$ cat config.mk
export PLATFORM = sky130hd
export DESIGN_NAME = mem_port_arbiter_flat
export DESIGN_NICKNAME = d
export VERILOG_FILES = /design/src/rtl/mem_port_arbiter_if.sv /design/src/rtl/mem_port_arbiter.sv /design/src/flat_wrapper.sv
export SDC_FILE = /design/constraint.sdc
export NUM_CORES = 1
export LEC_CHECK = 0
export CAP_MARGIN = 10
export CORE_AREA = 3 3 113 115
export CTS_BUF_LIST = sky130_fd_sc_hd__clkbuf_8
export DETAILED_ROUTE_END_ITERATION = 10
export DIE_AREA = 0 0 116 118
export GPL_TIMING_DRIVEN = 0
export HOLD_SLACK_MARGIN = 0.05
export PLACE_DENSITY = 0.85
export SYNTH_ARGS = -nofsm -noshare
export SYNTH_HDL_FRONTEND = slang
export SYNTH_SLANG_ARGS = --single-unit
$ cat constraint.sdc
create_clock -name clk -period 6.52 [get_ports clk]
set_input_delay 0.652 -clock clk [delete_from_list [all_inputs] [get_ports clk]]
set_output_delay 0.652 -clock clk [all_outputs]
set_load 0.05 [all_outputs]
$ cat src/rtl/mem_port_arbiter_if.sv
// Requester and memory-side bus bundle for mem_port_arbiter.
interface mem_port_arbiter_if #(
  parameter int unsigned ADDR_W = 20,
  parameter int unsigned DATA_W = 32,
  parameter int unsigned NB_REQ = 3
);
  // requester side: slice i of the packed vectors belongs to requester i
  logic [NB_REQ-1:0]        req_valid;
  logic [NB_REQ-1:0]        req_ready;
  logic [NB_REQ-1:0]        req_we;
  logic [NB_REQ*ADDR_W-1:0] req_addr;
  logic [NB_REQ*DATA_W-1:0] req_wdata;
  logic [NB_REQ-1:0]        rsp_valid;
  logic [DATA_W-1:0]        rsp_rdata;
  // memory macro side
  logic                     mem_en;
  logic                     mem_we;
  logic [ADDR_W-1:0]        mem_addr;
  logic [DATA_W-1:0]        mem_wdata;
  logic                     mem_ready;
  logic [DATA_W-1:0]        mem_rdata;
  logic                     busy;

  // arbiter view
  modport slave (
    input  req_valid, req_we, req_addr, req_wdata, mem_ready, mem_rdata,
    output req_ready, rsp_valid, rsp_rdata, mem_en, mem_we, mem_addr, mem_wdata, busy
  );

  // environment view (requesters plus memory)
  modport master (
    output req_valid, req_we, req_addr, req_wdata, mem_ready, mem_rdata,
    input  req_ready, rsp_valid, rsp_rdata, mem_en, mem_we, mem_addr, mem_wdata, busy
  );
endinterface

$ cat src/rtl/mem_port_arbiter.sv
// Round-robin arbiter sharing one single-port memory between NB_REQ requesters.
// One registered command stage feeds the memory; reads are tagged with the
// requester id and routed back when the data returns READ_LATENCY cycles later.
module mem_port_arbiter #(
  parameter int unsigned ADDR_W       = 20,
  parameter int unsigned DATA_W       = 32,
  parameter int unsigned NB_REQ       = 3,
  parameter int unsigned READ_LATENCY = 1
) (
  input  logic              clk,
  input  logic              arst_n_in,
  mem_port_arbiter_if.slave bus
);

  localparam int unsigned PTR_W = (NB_REQ > 1) ? $clog2(NB_REQ) : 1;
  localparam int unsigned TAIL  = READ_LATENCY - 1;

  // state
  logic [PTR_W-1:0]        ptr_q, ptr_d;
  logic                    mem_en_q, mem_en_d;
  logic                    mem_we_q, mem_we_d;
  logic [ADDR_W-1:0]       mem_addr_q, mem_addr_d;
  logic [DATA_W-1:0]       mem_wdata_q, mem_wdata_d;
  logic [PTR_W-1:0]        cmd_id_q, cmd_id_d;
  logic [READ_LATENCY-1:0] tag_vld_q, tag_vld_d;
  logic [PTR_W-1:0]        tag_id_q [READ_LATENCY];
  logic [PTR_W-1:0]        tag_id_d [READ_LATENCY];

  // arbitration results
  logic                    stage_free_c;
  logic                    accept_c;
  logic [PTR_W-1:0]        grant_idx_c;
  logic [NB_REQ-1:0]       grant_c;

  // Round-robin search starting at ptr; only when the command stage can take a new entry.
  always_comb begin
    int unsigned sum;
    logic [PTR_W-1:0] idx;
    stage_free_c = !mem_en_q || bus.mem_ready;
    accept_c     = 1'b0;
    grant_idx_c  = '0;
    grant_c      = '0;
    sum          = 0;
    idx          = '0;
    for (int unsigned k = 0; k < NB_REQ; k++) begin
      sum = 32'(ptr_q) + k;
      idx = PTR_W'(sum % NB_REQ);
      if (!accept_c && stage_free_c && bus.req_valid[idx]) begin
        accept_c    = 1'b1;
        grant_idx_c = idx;
      end
    end
    if (accept_c) begin
      grant_c[grant_idx_c] = 1'b1;
    end
  end

  assign bus.req_ready = grant_c;

  // Next state for pointer, command stage and read-tag pipeline.
  always_comb begin
    ptr_d       = ptr_q;
    mem_en_d    = mem_en_q;
    mem_we_d    = mem_we_q;
    mem_addr_d  = mem_addr_q;
    mem_wdata_d = mem_wdata_q;
    cmd_id_d    = cmd_id_q;
    tag_vld_d   = '0;
    for (int unsigned k = 0; k < READ_LATENCY; k++) begin
      tag_id_d[k] = tag_id_q[k];
    end

    if (accept_c) begin
      mem_en_d    = 1'b1;
      mem_we_d    = bus.req_we[grant_idx_c];
      mem_addr_d  = bus.req_addr[32'(grant_idx_c) * ADDR_W +: ADDR_W];
      mem_wdata_d = bus.req_wdata[32'(grant_idx_c) * DATA_W +: DATA_W];
      cmd_id_d    = grant_idx_c;
      ptr_d       = (grant_idx_c == PTR_W'(NB_REQ - 1)) ? '0 : grant_idx_c + PTR_W'(1);
    end else if (bus.mem_ready) begin
      mem_en_d = 1'b0;
    end

    // a read leaves the command stage: remember who asked for it
    tag_vld_d[0] = mem_en_q && bus.mem_ready && !mem_we_q;
    tag_id_d[0]  = cmd_id_q;
    for (int unsigned k = 1; k < READ_LATENCY; k++) begin
      tag_vld_d[k] = tag_vld_q[k-1];
      tag_id_d[k]  = tag_id_q[k-1];
    end
  end

  // State registers with asynchronous clear; in-flight tags are dropped.
  always_ff @(posedge clk or negedge arst_n_in) begin
    if (!arst_n_in) begin
      ptr_q       <= '0;
      mem_en_q    <= 1'b0;
      mem_we_q    <= 1'b0;
      mem_addr_q  <= '0;
      mem_wdata_q <= '0;
      cmd_id_q    <= '0;
      tag_vld_q   <= '0;
      for (int unsigned k = 0; k < READ_LATENCY; k++) begin
        tag_id_q[k] <= '0;
      end
    end else begin
      ptr_q       <= ptr_d;
      mem_en_q    <= mem_en_d;
      mem_we_q    <= mem_we_d;
      mem_addr_q  <= mem_addr_d;
      mem_wdata_q <= mem_wdata_d;
      cmd_id_q    <= cmd_id_d;
      tag_vld_q   <= tag_vld_d;
      for (int unsigned k = 0; k < READ_LATENCY; k++) begin
        tag_id_q[k] <= tag_id_d[k];
      end
    end
  end

  // Route returning read data to the tagged requester.
  always_comb begin
    bus.rsp_valid = '0;
    bus.rsp_rdata = '0;
    if (tag_vld_q[TAIL]) begin
      bus.rsp_valid[tag_id_q[TAIL]] = 1'b1;
      bus.rsp_rdata                 = bus.mem_rdata;
    end
  end

  assign bus.mem_en    = mem_en_q;
  assign bus.mem_we    = mem_we_q;
  assign bus.mem_addr  = mem_addr_q;
  assign bus.mem_wdata = mem_wdata_q;
  assign bus.busy      = mem_en_q || (|tag_vld_q);

endmodule

$ cat src/flat_wrapper.sv
// flat-port wrapper written by rule: the top's interface ports become plain ports
module mem_port_arbiter_flat 
#(
  parameter int unsigned ADDR_W       = 20,
  parameter int unsigned DATA_W       = 32,
  parameter int unsigned NB_REQ       = 3,
  parameter int unsigned READ_LATENCY = 1
)
  (clk, arst_n_in, bus_req_valid, bus_req_we, bus_req_addr, bus_req_wdata, bus_mem_ready, bus_mem_rdata, bus_req_ready, bus_rsp_valid, bus_rsp_rdata, bus_mem_en, bus_mem_we, bus_mem_addr, bus_mem_wdata, bus_busy);
  mem_port_arbiter_if #(.ADDR_W(ADDR_W), .DATA_W(DATA_W), .NB_REQ(NB_REQ)) bus_i ();
  input  logic clk;
  input  logic arst_n_in;
  input wire logic [$bits(bus_i.req_valid)-1:0] bus_req_valid;
  input wire logic [$bits(bus_i.req_we)-1:0] bus_req_we;
  input wire logic [$bits(bus_i.req_addr)-1:0] bus_req_addr;
  input wire logic [$bits(bus_i.req_wdata)-1:0] bus_req_wdata;
  input wire logic [$bits(bus_i.mem_ready)-1:0] bus_mem_ready;
  input wire logic [$bits(bus_i.mem_rdata)-1:0] bus_mem_rdata;
  output wire logic [$bits(bus_i.req_ready)-1:0] bus_req_ready;
  output wire logic [$bits(bus_i.rsp_valid)-1:0] bus_rsp_valid;
  output wire logic [$bits(bus_i.rsp_rdata)-1:0] bus_rsp_rdata;
  output wire logic [$bits(bus_i.mem_en)-1:0] bus_mem_en;
  output wire logic [$bits(bus_i.mem_we)-1:0] bus_mem_we;
  output wire logic [$bits(bus_i.mem_addr)-1:0] bus_mem_addr;
  output wire logic [$bits(bus_i.mem_wdata)-1:0] bus_mem_wdata;
  output wire logic [$bits(bus_i.busy)-1:0] bus_busy;
  assign bus_i.req_valid = bus_req_valid;
  assign bus_i.req_we = bus_req_we;
  assign bus_i.req_addr = bus_req_addr;
  assign bus_i.req_wdata = bus_req_wdata;
  assign bus_i.mem_ready = bus_mem_ready;
  assign bus_i.mem_rdata = bus_mem_rdata;
  assign bus_req_ready = bus_i.req_ready;
  assign bus_rsp_valid = bus_i.rsp_valid;
  assign bus_rsp_rdata = bus_i.rsp_rdata;
  assign bus_mem_en = bus_i.mem_en;
  assign bus_mem_we = bus_i.mem_we;
  assign bus_mem_addr = bus_i.mem_addr;
  assign bus_mem_wdata = bus_i.mem_wdata;
  assign bus_busy = bus_i.busy;
  mem_port_arbiter #(.ADDR_W(ADDR_W), .DATA_W(DATA_W), .NB_REQ(NB_REQ), .READ_LATENCY(READ_LATENCY)) u_core (.clk(clk), .arst_n_in(arst_n_in), .bus(bus_i));
endmodule
# ---- After elaboration in Yosys (flattened, before gate mapping)
# Cells that the tools add are included.
dict set report totals {
  reg_bits 61
  latch_bits 0
  ramBits 0
  mem_bits_ro 0
  out_inout_bits 93
  n_memories 0
}
dict set report op_classes {
  add_sub_neg 3
  multipliers 1
  div 3
  order_cmp 7
  eq_ne 1
  shifts 2
  n_mux 24
  n_bitwise 0
  n_reduce_logical 16
}
# op count
set op_table {}
lappend op_table {{96-bit by 8-bit indexed part select with 32-bit output} 1}
lappend op_table {{32-bit by 2-bit modulo with 32-bit output (second input constant)} 2}
lappend op_table {{60-bit by 8-bit indexed part select with 20-bit output} 1}
lappend op_table {{2-bit by 2-bit modulo with 32-bit output (second input constant)} 1}
lappend op_table {{32-bit two-way mux} 1}
lappend op_table {{2-bit by 3-bit less-than comparator with 1-bit output (second input constant)} 5}
lappend op_table {{1-bit two-way mux} 11}
lappend op_table {{1-bit logical AND} 9}
lappend op_table {{1-bit binary-select mux with 2-bit select} 4}
lappend op_table {{2-bit two-way mux} 4}
lappend op_table {{3-bit two-way mux} 2}
lappend op_table {{2-bit by 3-bit multiplier with 5-bit output (second input constant)} 1}
lappend op_table {{1-bit demux with 2-bit select} 2}
lappend op_table {{2-bit by 1-bit >= comparator with 1-bit output (second input constant)} 2}
lappend op_table {{1-bit logical NOT} 4}
lappend op_table {{2-bit by 1-bit adder with 3-bit output (second input constant)} 1}
lappend op_table {{2-bit by 2-bit adder with 3-bit output (second input constant)} 1}
lappend op_table {{2-bit by 1-bit adder with 2-bit output (second input constant)} 1}
lappend op_table {{2-bit equality test (second input constant)} 1}
lappend op_table {{1-bit logical OR} 2}
lappend op_table {{2-bit nonzero test} 1}

# ---- Logic depth before layout (Yosys ltp)
dict set report depth {
  word_depth 18
  mapped_depth 11
  mapped_depth_nobuf 9
}

# ---- Worst setup path before layout
# No wires, ideal clock.
dict set report synth_timing {
  path_kind {reg-to-output}
  startpoint {register u_core.ptr_q[0]}
  endpoint {output bus_req_ready[0]}
  t_arrival_ns 2.657
  t_required_ns 5.868
  setup_slack_ns 3.211
  path_stages_with_launch 10
  n_path_buf 1
  cell_sequence {dfrtp_1 -> inv_1 -> ha_1 -> buf_6 -> nand3b_1 -> o211ai_1 -> or2_4 -> o31ai_4 -> inv_6 -> nor3_2}
}
dict set report synth_via {
  elab_chain_cells 18
  elab_cells_between_ends 30
  classes_between {add/sub (2); div (3); order compare (2); mux (15); reduce/logical (8)}
}
# element line
set synth_lines {}
lappend synth_lines {{from (decl)} mem_port_arbiter.sv:19} ;# logic [PTR_W-1:0] ptr_q, ptr_d;
lappend synth_lines {{from (signal assigned)} mem_port_arbiter.sv:107} ;# ptr_q <= ptr_d;
lappend synth_lines {{parallel branches: the longest is 17 deep, another holds 32-bit by 2-bit modulo with 32-bit output} n/a}
lappend synth_lines {{3-bit two-way mux (*)} mem_port_arbiter.sv:53} ;# if (accept_c) begin
lappend synth_lines {{to (decl)} flat_wrapper.sv:19} ;# output wire logic [$bits(bus_i.req_ready)-1:0] bus_req_ready;
# Every way passes the cells marked *. The select of a mux whose other input is x is not followed.

# ---- Worst setup path in the final report
# Same ends and word-level chain as after synthesis.

==> reports/metrics.yaml <==
status: "finished, final reports clean"
drt_first_pass_iters: 5
finalCritPeriodShare_pct: 68.22
dieHeight_um: 118
dpl_cell_area_mm2: 0.006696
final_antenna_net_count: 0
ir_drop_mv: 0.3374
multi_input_area_mm2: 0.001851
row_count: 40
cts_max_level: 3
grt_pass1_wl_um: 25010
drive_gt1_share_pct: 4.735
crit_fanout: 10
grt_pass1_vias: 4836
drt_drc_violations_left: 0
cts_root_buffer: "clkbuf_8"
ys_seq_elements: 61
p_leak_nw: 2.716
io_buffers: 289
die_w_um: 116
design_area_mm2: 0.006908
seqCellArea_mm2: 0.001526
viasPerCell: 5.519
wl_um: 16470
worst_setup_path_start_kind: "flip-flop"
routedWlPerCell_um: 19.51
dpl_worst_slack_ns: 2.051
grt_use_total_pct: 23.07
nFillCells: 1052
reg2reg_setup_slack_ns: 3.57
fmax_ghz: 0.2248
p_per_area_mw_per_mm2: 536.7
die_area_mm2: 0.01369
dp_hpwl_um: 12830
end_kind: "primary output"
worst_slew_pin_slew_ns: 0.9765
initial_utilization_pct: 30.41
fin_crit_ns: 4.448
synth_area_mm2: 0.003622
clock_skew_ns: 0.01266
avgSynthCellArea_um2: 9.240
max-cap-violations: 0
syn_inst: 392
tritoncts: "yes"
crit_type: "flip-flop to primary output"
clock_latency_ns: 0.34
grt_setup_unrepaired: "no"
num_antenna_cells: 0
finalNetCount: 892
ioPinCount: 290
finalHoldViolCount: 0
synth_cell_type_count: 33
cts.sinks: 61
arrival_ns: 3.80
tns_ns: 0
setup_viol: 0
grt-ovfl-total: 0
relSlewSlack_pct: 34.90
ys_warn_count: 0
hold_class: "flip-flop to flip-flop"
cts_resized: 0
syn_nets: 592
dr_total_vias: 4658
utilization_pct: 57.99
antenna_found_initial: 0
cts_buffer_depth: 2
first_iter_violations: 244
area_delta_synth_final_pct: 90.71
grt_max_degree: 62
coreArea_mm2: 0.01191
critPathRequiredTime_ns: 5.87
fin_ws_ns: 2.072
routabilityCongestion: 0.9500
postCtsSetupBuffers: 0
ys_seq_area_share_pct: 42.14
postCtsHoldBufs: 0
maxSlewViolCount: 0
cts_made_buffers: 9
hold_slack_ns: 0.3662
cts.clk_slew.worst_paths_ns: 0.07
final timing paths:
| check | end | startpoint | cells past startpoint |
|---|---|---|---|
| min in group asynchronous | u_core.bus.mem_wdata[1]$_DFFE_PN0P_ | arst_n_in | 1 |
| min reg2reg | u_core.tag_id_q[0]$_DFF_PN0_ | u_core.cmd_id_q[0]$_DFFE_PN0P_ | 0 |
| max in group asynchronous | u_core.cmd_id_q[0]$_DFFE_PN0P_ | arst_n_in | 1 |
| min | u_core.tag_id_q[0]$_DFF_PN0_ | u_core.cmd_id_q[0]$_DFFE_PN0P_ | 0 |
| max reg2reg | u_core.bus.mem_addr[18]$_DFFE_PN0P_ | u_core.ptr_q[0]$_DFFE_PN0P_ | 8 |
| max | bus_req_ready[0] | u_core.ptr_q[0]$_DFFE_PN0P_ | 10 |
layout by cell type, fill, tap and decap left out, types with 3 or more instances in the layout:
cell type        Yosys  layout
nor2_1               3       3
a22oi_1             53      53
o21ai_0              3       3
a21o_1               3       3
nand3_1             53      53
o2111ai_1           53      53
buf_6               11      11
dfrtp_1             61      61
nor2b_1              3       3
nand2_1             59      59
clkbuf_1            24      24
clkbuf_8             0      12
clkdlybuf4s50_1      0     288
ha_1                 3       3
inv_1                4       5
a21oi_1              3       3
and2_1              32      32
mux2i_1              3       3
sequential cells by signal (all words and copies together) (netlist names):
register	flops
u_core.tag_vld_q	1
u_core.bus.mem_wdata	32
u_core.cmd_id_q	2
u_core.bus.mem_addr	20
u_core.bus.mem_we	1
u_core.tag_id_q	2
u_core.bus.mem_en	1
u_core.ptr_q	2
cell usage after synthesis:
cell type	number	share of area, %
a2111oi_0	1	0.24
a21o_1	3	0.62
a21oi_1	3	0.41
a22oi_1	53	11
and2_1	32	5.5
and3b_1	2	0.48
buf_1	1	0.10
buf_6	11	3.4
clkbuf_1	24	2.5
dfrtp_1	61	42
ha_1	3	1.0
inv_1	4	0.41
inv_2	1	0.10
inv_6	1	0.24
mux2i_1	3	0.83
nand2_1	59	6.1
nand2b_1	2	0.35
nand3_1	53	7.3
nand3b_1	2	0.41
nor2_1	3	0.31
nor2b_1	3	0.52
nor3_1	1	0.14
nor3_2	1	0.28
nor3b_1	1	0.21
nor4_1	1	0.17
o2111ai_1	53	13
o211ai_1	2	0.41
o21ai_0	3	0.41
o22a_1	1	0.24
o31ai_4	1	0.59
o32ai_1	1	0.24
or2_2	1	0.17
or2_4	1	0.24
final cells by class:
class	instances	share of cell area [%]
sequential	61	22.10
timing repair buffer	289	41.84
tap	147	2.663
clock buffer	12	2.391
buffer	36	3.152
inverter	6	0.3985
multi-input combinational	289	26.79
clock inverter	4	0.6702
layer usage:
layer / vias up / wire length, µm / track usage, %
met5: - / 0 / 0
met4: 0 / 331 / 7.252
met3: 28 / 1545 / 6.015
met2: 284 / 8822 / 42.63
met1: 2237 / 5771 / 25.15
li1: 2109 / - / -
stage by stage:
| step | power (mW) | std cells |
|---|---|---|
| after detailed placement | 3.348 | 828 |
| final | 3.707 | 844 |
| after floorplan | 2.434 | 392 |
| after CTS | 3.716 | 844 |
| after global routing | 3.921 | 844 |
| after global placement | 3.269 | 828 |
power breakdown:
| part | internal, mW | total, mW | switching [mW] |
|---|---|---|---|
| registers | 0.582 | 0.754 | 0.172 |
| logic | 0.935 | 2.60 | 1.66 |
| clock network | 0.206 | 0.357 | 0.151 |
critical path, stage by stage, from the launching register on:
cell,delay [ns]
dfrtp_1,0.41
inv_1,0.06
ha_1,0.30
buf_6,0.15
nand3b_1,0.14
o211ai_1,0.16
or2_4,0.29
o31ai_4,0.72
inv_6,0.15
nor3_2,0.22
clkdlybuf4s50_1,0.86
logic make-up after synthesis:
logic type                 Yosys count  synth area share (%)
adders and majority gates            3                 1.036
AOI/OAI and AO/OA                  121                 26.98
muxes                                3                0.8290
DFF                                 61                 42.14
and+or+nand+nor                    162                 22.25
buffers and inverters               42                 6.770
(Power assumes the default switching activity.)
